File: config.mk
export PLATFORM = sky130hd
export DESIGN_NAME = neuron_mac
export DESIGN_NICKNAME = d
export VERILOG_FILES = /design/src/rtl/neuron_pkg.sv /design/src/rtl/mac_lane_sum.sv /design/src/rtl/neuron_mac.sv
export SDC_FILE = /design/constraint.sdc
export NUM_CORES = 1
export LEC_CHECK = 0
export ABC_AREA = 1
export CAP_MARGIN = 20
export CORE_MARGIN = 2
export CORE_UTILIZATION = 53
export DETAILED_ROUTE_END_ITERATION = 10
export GPL_TIMING_DRIVEN = 0
export PLACE_DENSITY = 0.7
export SLEW_MARGIN = 15
export SYNTH_ARGS = -nofsm -noshare
export SYNTH_HDL_FRONTEND = slang
export SYNTH_SLANG_ARGS = --single-unit
export TNS_END_PERCENT = 5
File: constraint.sdc
create_clock -name clk -period 11.9 [get_ports clk]
set_input_delay 2.975 -clock clk [delete_from_list [all_inputs] [get_ports clk]]
set_output_delay 2.975 -clock clk [all_outputs]
set_load 0.03 [all_outputs]
File: src/rtl/neuron_pkg.sv
// Shared types and helpers for the neuron MAC datapath: FSM state encoding,
// width-parametrised signed clamp/range test, and lane slice offsets.
package neuron_pkg;

  typedef enum logic [1:0] {
    IDLE  = 2'd0,
    ACCUM = 2'd1,
    DRAIN = 2'd2,
    HOLD  = 2'd3
  } state_t;

  // Working width for range checks; wide enough for any supported ACC_W.
  localparam int WIDE_W = 64;
  typedef logic signed [WIDE_W-1:0] wide_t;

  function automatic wide_t max_s(input int w);
    return (wide_t'(1) <<< (w - 1)) - wide_t'(1);
  endfunction

  function automatic wide_t min_s(input int w);
    return -(wide_t'(1) <<< (w - 1));
  endfunction

  // Clamp v into the signed range of a w-bit value.
  function automatic wide_t clamp_s(input wide_t v, input int w);
    if (v > max_s(w)) return max_s(w);
    if (v < min_s(w)) return min_s(w);
    return v;
  endfunction

  // True when v is representable as a w-bit signed value.
  function automatic logic fits_s(input wide_t v, input int w);
    return (v <= max_s(w)) && (v >= min_s(w));
  endfunction

  // Low bit index of lane `lane` in a packed vector of w-bit lanes.
  function automatic int lane_lo(input int lane, input int w);
    return lane * w;
  endfunction

endpackage

File: src/rtl/mac_lane_sum.sv
// Combinational LANES-wide signed dot product: per-lane multiply followed by
// a full-precision sum. The caller registers the result.
module mac_lane_sum
  import neuron_pkg::*;
#(
  parameter int LANES  = 4,
  parameter int DATA_W = 8,
  parameter int SUM_W  = 2 * DATA_W + $clog2(LANES)
) (
  input  logic [LANES*DATA_W-1:0] x,
  input  logic [LANES*DATA_W-1:0] w,
  output logic signed [SUM_W-1:0] sum
);

  localparam int PROD_W = 2 * DATA_W;

  logic signed [PROD_W-1:0] prod [LANES];

  for (genvar i = 0; i < LANES; i++) begin : g_lane
    logic signed [DATA_W-1:0] xi;
    logic signed [DATA_W-1:0] wi;
    assign xi = x[lane_lo(i, DATA_W) +: DATA_W];
    assign wi = w[lane_lo(i, DATA_W) +: DATA_W];
    assign prod[i] = PROD_W'(xi) * PROD_W'(wi);
  end

  // Sign-extend each product and sum; SUM_W leaves headroom for all lanes.
  always_comb begin
    sum = '0;
    for (int i = 0; i < LANES; i++) begin
      sum = sum + SUM_W'(prod[i]);
    end
  end

endmodule

File: src/rtl/neuron_mac.sv
// Multi-lane MAC for the neuron datapath: per-beat dot product, saturating
// accumulation from a bias, then optional ReLU and output-width clamp with a
// valid/ready result handshake.
module neuron_mac
  import neuron_pkg::*;
#(
  parameter int LANES  = 4,
  parameter int DATA_W = 8,
  parameter int ACC_W  = 24,
  parameter int OUT_W  = 16,
  parameter bit RELU   = 1'b1
) (
  input  logic                      clk,
  input  logic                      rst,
  input  logic signed [OUT_W-1:0]   bias_in,
  input  logic                      in_valid,
  output logic                      in_ready,
  input  logic                      in_last,
  input  logic [LANES*DATA_W-1:0]   x,
  input  logic [LANES*DATA_W-1:0]   w,
  output logic                      out_valid,
  input  logic                      out_ready,
  output logic signed [OUT_W-1:0]   out_data,
  output logic                      out_sat
);

  localparam int SUM_W = 2 * DATA_W + $clog2(LANES);

  function automatic logic signed [ACC_W-1:0] sat_acc(input logic signed [ACC_W:0] v);
    return ACC_W'(clamp_s(wide_t'(v), ACC_W));
  endfunction

  function automatic logic signed [OUT_W-1:0] clamp_out(input logic signed [ACC_W-1:0] v);
    return OUT_W'(clamp_s(wide_t'(v), OUT_W));
  endfunction

  state_t state;
  state_t state_nxt;
  logic   accept;

  logic signed [SUM_W-1:0] sum_p0;
  logic                    first_p0;

  logic signed [SUM_W-1:0] sum_p1;
  logic signed [OUT_W-1:0] bias_p1;
  logic                    first_p1;
  logic                    last_p1;
  logic                    vld_p1;

  logic signed [ACC_W-1:0] base_p1;
  logic signed [ACC_W:0]   full_p1;
  logic signed [ACC_W-1:0] acc_nxt_p1;
  logic                    ovf_p1;

  logic signed [ACC_W-1:0] acc_p2;
  logic                    sat_p2;
  logic                    last_p2;
  logic                    vld_p2;

  logic signed [ACC_W-1:0] relu_p2;
  logic signed [OUT_W-1:0] res_p2;
  logic                    clamp_p2;

  // Handshake outputs depend only on state and reset.
  assign in_ready  = !rst && ((state == IDLE) || (state == ACCUM));
  assign out_valid = !rst && (state == HOLD);
  assign accept    = in_valid && in_ready;
  assign first_p0  = (state == IDLE);

  mac_lane_sum #(
    .LANES (LANES),
    .DATA_W(DATA_W),
    .SUM_W (SUM_W)
  ) u_lane_sum (
    .x  (x),
    .w  (w),
    .sum(sum_p0)
  );

  // FSM state register.
  always_ff @(posedge clk) begin
    if (rst) state <= IDLE;
    else     state <= state_nxt;
  end

  // FSM next state: DRAIN waits for the final beat to leave stage 2.
  always_comb begin
    state_nxt = state;
    case (state)
      IDLE:    if (accept) state_nxt = in_last ? DRAIN : ACCUM;
      ACCUM:   if (accept && in_last) state_nxt = DRAIN;
      DRAIN:   if (vld_p2 && last_p2) state_nxt = HOLD;
      HOLD:    if (out_ready) state_nxt = IDLE;
      default: state_nxt = IDLE;
    endcase
  end

  // Stage 0 -> 1: valid tracking for the registered lane sum.
  always_ff @(posedge clk) begin
    if (rst) vld_p1 <= 1'b0;
    else     vld_p1 <= accept;
  end

  // Stage 0 -> 1: capture lane sum, beat tags and the vector bias.
  always_ff @(posedge clk) begin
    if (accept) begin
      sum_p1   <= sum_p0;
      first_p1 <= first_p0;
      last_p1  <= in_last;
      if (first_p0) bias_p1 <= bias_in;
    end
  end

  // Stage 1 -> 2 combinational: pick bias or running sum, add with saturation.
  always_comb begin
    base_p1    = first_p1 ? ACC_W'(bias_p1) : acc_p2;
    full_p1    = (ACC_W+1)'(base_p1) + (ACC_W+1)'(sum_p1);
    ovf_p1     = !fits_s(wide_t'(full_p1), ACC_W);
    acc_nxt_p1 = sat_acc(full_p1);
  end

  // Stage 1 -> 2: accumulator and sticky saturation flag; bubbles hold them.
  always_ff @(posedge clk) begin
    if (rst) begin
      acc_p2 <= '0;
      sat_p2 <= 1'b0;
      vld_p2 <= 1'b0;
    end else begin
      vld_p2 <= vld_p1;
      if (vld_p1) begin
        acc_p2  <= acc_nxt_p1;
        sat_p2  <= (first_p1 ? 1'b0 : sat_p2) | ovf_p1;
        last_p2 <= last_p1;
      end
    end
  end

  // Stage 2 -> out combinational: ReLU then clamp to the output width.
  always_comb begin
    relu_p2  = (RELU && acc_p2[ACC_W-1]) ? '0 : acc_p2;
    res_p2   = clamp_out(relu_p2);
    clamp_p2 = !fits_s(wide_t'(relu_p2), OUT_W);
  end

  // Stage 2 -> out: result registers load once per vector and hold in HOLD.
  always_ff @(posedge clk) begin
    if (rst) begin
      out_data <= '0;
      out_sat  <= 1'b0;
    end else if (vld_p2 && last_p2) begin
      out_data <= res_p2;
      out_sat  <= sat_p2 | clamp_p2;
    end
  end

endmodule

== After elaboration in Yosys (flattened, before gate mapping) ==
Index checks and enable logic that the tools add are counted.
Operators by class
  add/sub/neg operators: 4
  $mul: 4
  order comparisons: 8
  eq/ne operators: 7
  mux-type cells: 23
  bitwise logic cells: 3
  reduce and logical (&&, ||, !) cells: 15
Operator list (count)
  2-to-1 mux 24 bit: 5
  multiplier 8 x 8 -> 16 bit: 4
  2-to-1 mux 16 bit: 4
  adder 24 x 18 -> 25 bit: 1
  greater-or-equal comparator 25 x 24 -> 1 bit (second input constant): 1
  greater-than comparator 25 x 24 -> 1 bit (second input constant): 1
  <= comparator 25 x 24 -> 1 bit (second input constant): 1
  less-than comparator 25 x 24 -> 1 bit (second input constant): 1
  greater-or-equal comparator 24 x 16 -> 1 bit (second input constant): 1
  less-than comparator 24 x 16 -> 1 bit (second input constant): 1
  greater-than comparator 23 x 15 -> 1 bit (second input constant): 1
  <= comparator 23 x 15 -> 1 bit (second input constant): 1
  2-to-1 mux 23 bit: 1
  adder 17 x 16 -> 18 bit: 1
  adder 18 x 16 -> 18 bit: 1
  adder 16 x 16 -> 17 bit: 1
  2-to-1 mux 2 bit: 5
  one-hot mux 2 bit (4 select lines): 1
  logical AND 1 bit: 7
  2-to-1 mux 1 bit: 7
  != test 2 bit (second input constant): 3
  equality test 2 bit (second input constant): 2
  AND reduction 2 bit: 2
  AND reduction 4 bit: 1
  7 further kinds: 10
Word-level totals
  bits in registers: 83
  bits of input ports: 85
  output and inout bits: 19

== Longest topological paths before layout ==
  depth in word-level cells: 7
  depth in mapped cells: 29

== By module ==
Synthesis repeated with hierarchy kept, for this count alone.
Unflattened totals
  cell total of the unflattened synthesis: 2047
  area, all modules: 16595.9 um2
By module, submodules not included
  mac_lane_sum: instances 1, cells each 1423, area an instance 11648.7 um2, seq. area each 0.0 um2
  neuron_mac: instances 1, cells each 624, area an instance 4947.2 um2, seq. area each 2031.9 um2

== Least setup slack after synthesis ==
OpenSTA, ideal clock, no wires.
  kind: input-to-reg
  from: input port x[31]
  to: register sum_p1[14], data pin
  library setup time: 0.258 ns
  arrival time: 8.856 ns
  data required time: 11.642 ns
  setup slack: 2.786 ns
  cell stages on the path: 25
  cell sequence: clkbuf_1 -> nand2_1 -> fa_1 -> inv_1 -> fa_1 -> fa_1 -> inv_1 -> fa_1 -> inv_1 -> fa_1 -> fa_1 -> fa_1 -> inv_1 -> fa_1 -> inv_1 -> ha_1 -> a21oi_1 -> o21ai_0 -> a21oi_1 -> nand2_1 -> nand2_1 -> nand2_1 -> nand2_1 -> nand2_1 -> xor2_1
Between the ends
  longest elaborated chain between the ends: 2
RTL lines
  start, declared: line neuron_mac.sv:19  | input logic [LANES*DATA_W-1:0] x,
  multiplier 8 x 8 -> 16 bit: line mac_lane_sum.sv:24  | assign prod[i] = PROD_W'(xi) * PROD_W'(wi);
  adder 18 x 16 -> 18 bit: line mac_lane_sum.sv:31  | sum = sum + SUM_W'(prod[i]);
  named net sum_p0[14]: line neuron_mac.sv:41  | logic signed [SUM_W-1:0] sum_p0;
  end signal, assigned: line neuron_mac.sv:107  | sum_p1 <= sum_p0;
  end, declared: line neuron_mac.sv:44  | logic signed [SUM_W-1:0] sum_p1;
The timed path passes the listed nets, and every way through them passes these cells.
A chain may end at the register's enable or synchronous reset.

== Worst setup path after layout ==
  from: input port w[7]
  to: register sum_p1[17], data pin
Between the ends
  longest elaborated chain between the ends: 4
RTL lines
  start, declared: line neuron_mac.sv:20  | input logic [LANES*DATA_W-1:0] w,
  multiplier 8 x 8 -> 16 bit: line mac_lane_sum.sv:24
  adder 16 x 16 -> 17 bit: line mac_lane_sum.sv:31
  adder 17 x 16 -> 18 bit: line mac_lane_sum.sv:31
  adder 18 x 16 -> 18 bit: line mac_lane_sum.sv:31
  named net sum_p0[17]: line neuron_mac.sv:41
The timed path passes the listed nets, and every way through them passes these cells.

==> metrics.cfg <==
[run_status]
status=finished, final reports clean

[sta]
rsz0062_at_grt=false
setup_viol=0
tns_ps=0
min_period_ps=9970
max_freq_ghz=0.100
fin_skew_ps=11.3
maxSlewViolCount=0
worst_pin_slew_ps=885
max-slew-margin-rel_pct=40.9
min_period_over_period_pct=83.8
hold_violations=0

[clock_tree]
clk-insertion-delay-late_ps=350
cts_tree=yes
cts_hold_buf=0
cts-root-buf=clkbuf_16
cts.repair.resized=0
path_clk_slew_ps=60
htreeDepth=3
post_cts_buffers=0
cts-buffers-inserted=9
cts.sinks=83
clockBufferDepth=2

[critical_path]
worst_path_max_delay_cell=fa_1
cp-end-kind=flip-flop
r2r_cells=14
crit_fanout=8
required_ps=11950
cpPeakStageDelay_ps=560
cp.depth=25
cp_common_cell=fa_1
crit_buf_inv=8
cp.arrival_ps=10020
cp_top_family=adder cells
r2r-end=acc_p2[14]
start_kind=input pin
path_class=in -> reg
endpoint=sum_p1[17]
reg2reg_from=first_p1
critPathLaunch=w[7]
rrSetupSlack_ps=8280

[route]
totalWireLength_mm=37.8
drc=0
post_drt_wl_per_cell_um=15.4
drtIter0Drc=552
dr_total_vias=12100
viasPerCell=4.96
ant_nets=0
first_pass_iters=5

[grt]
grt_pass1_wl_mm=62.5
grt_start_max_net_pins=22
grt_pass1_vias=12800
grt-ovfl-total=0
gr-usage-all-layers_pct=25.2
antenna_found_initial=3

[cells_and_area]
nets=2571
drive_gt1_share_pct=3.66
area_delta_synth_final_pct=7.74
fill_cells=2794
layout_common_cells=inv_1, nand2_1, fa_1
final_common_cell=inv_1

[place]
port-buffer-count=43
dp_hpwl_mm=34.0
gp_congestion=0.943

[floorplanning]
placementRows=64
dieWidth_um=179
coreArea_um2=30400
dieHeight_um=179
dieArea_um2=32100
start_util_pct=53.4
io_pins=104

[logic_synthesis]
synthesis.nets=2517
synth_area_um2=16300
synth.ff_latch_count=83
syn_avg_cell_area_um2=8.17
synth.distinct_cells=34
synth_cells=1988
ys_seq_area_share_pct=12.5
ys_warn_count=0

[worst_hold_path]
min_path_type=reg -> reg

[job]
drv_cap=0

-- state kept, by name, indices dropped and copies added (netlist names) --
signal and flops:
bias_p1 16, state 2, acc_p2 24, vld_p1 1
last_p2 1, sat_p2 1, first_p1 1, vld_p2 1
last_p1 1, out_sat 1, out_data 16, sum_p1 18
-- Yosys cell counts --
| cell type | n | area, µm² |
|---|---|---|
| nor2_2 | 2 | 12.5 |
| or2_2 | 13 | 81.3 |
| nand2_4 | 1 | 11.3 |
| nand2_1 | 447 | 1680 |
| inv_1 | 607 | 2280 |
| mux2_2 | 15 | 169 |
| nor2_4 | 1 | 11.3 |
| xor2_1 | 24 | 210 |
| a21o_1 | 1 | 7.51 |
| edfxtp_1 | 37 | 1110 |
| o21bai_1 | 7 | 52.6 |
| a21oi_4 | 1 | 16.3 |
| xnor2_1 | 15 | 131 |
| and2_1 | 1 | 6.26 |
| and3_1 | 1 | 6.26 |
| fa_1 | 319 | 6390 |
| clkbuf_1 | 73 | 274 |
| o22ai_1 | 1 | 6.26 |
| buf_6 | 4 | 45.0 |
| o21ai_1 | 1 | 5.00 |
| o31ai_1 | 1 | 7.51 |
| nand4_1 | 16 | 100 |
| a21oi_1 | 54 | 270 |
| nor3_1 | 5 | 25.0 |
| dfxtp_1 | 46 | 921 |
| nand3_1 | 25 | 125 |
| o21ai_0 | 48 | 240 |
| nor2_1 | 55 | 206 |
| nand2b_1 | 1 | 6.26 |
| ha_1 | 125 | 1560 |
| nand3_2 | 1 | 10.0 |
| a21oi_2 | 10 | 87.6 |
| a31oi_1 | 19 | 119 |
| nand2_2 | 11 | 68.8 |
-- kinds of logic after synthesis --
family	count (synthesis)	share of synthesized area, %
AOI/OAI and AO/OA	143	5.00
xor gates and xnor gates	39	2.10
adders and majority gates	444	48.9
buffers and inverters	684	16.0
DFF	83	12.5
muxes	15	1.04
and+or+nand+nor	580	14.5
-- layout make-up --
type                            instances  area [µm²]  share of cell area [%]
Buffer                                 77         319                    1.82
Clock buffer                           12         268                    1.53
Sequential cell                        83        2030                    11.6
Inverter                              607        2280                    13.0
Timing Repair Buffer                   43         430                    2.46
Clock inverter                          4        56.3                   0.322
Multi-Input combinational cell       1221       11600                    66.4
Tap cell                              396         495                    2.83
Antenna cell                            2        5.00                  0.0286
-- how the worst min path moves through the flow --
stage / start / end / slack (ps) / cells after the start
after floorplan: last_p1 / last_p2 / 400 / 0
after CTS: last_p1 / last_p2 / 420 / 0
final: last_p1 / last_p2 / 420 / 0
after global placement: last_p1 / last_p2 / 410 / 0
after global routing: last_p1 / last_p2 / 430 / 0
after detailed placement: last_p1 / last_p2 / 410 / 0
-- worst reg2reg max path: cells and delay by family (launching register included) --
kind / cells / cell delay [ps]
and+or+nand+nor: 5 / 770
DFF: 1 / 320
adders and majority gates: 1 / 330
buffers and inverters: 3 / 1040
AOI/OAI and AO/OA: 5 / 1060
-- per-stage QoR --
step	utilization (%)	area [µm²]	instances	setup slack, ps	hold slack, ps
after global routing	57.5	17500	2443	1600	429
after global placement	56.4	17200	2427	1670	414
after detailed placement	56.5	17200	2427	1620	407
final	57.5	17500	2445	1930	422
after CTS	57.5	17500	2443	1970	422
after floorplan	-	16300	1988	2790	400
-- metal layers --
layer	global-route usage, %	wire length [µm]
met5	0	26
met3	2.21	1400
met1	29.6	14500
met4	11.5	1760
met2	46.6	20100
Power is left out: the tool's default activity adds up to more than one toggle a clock period on the data nets, which glitch-free logic cannot reach.
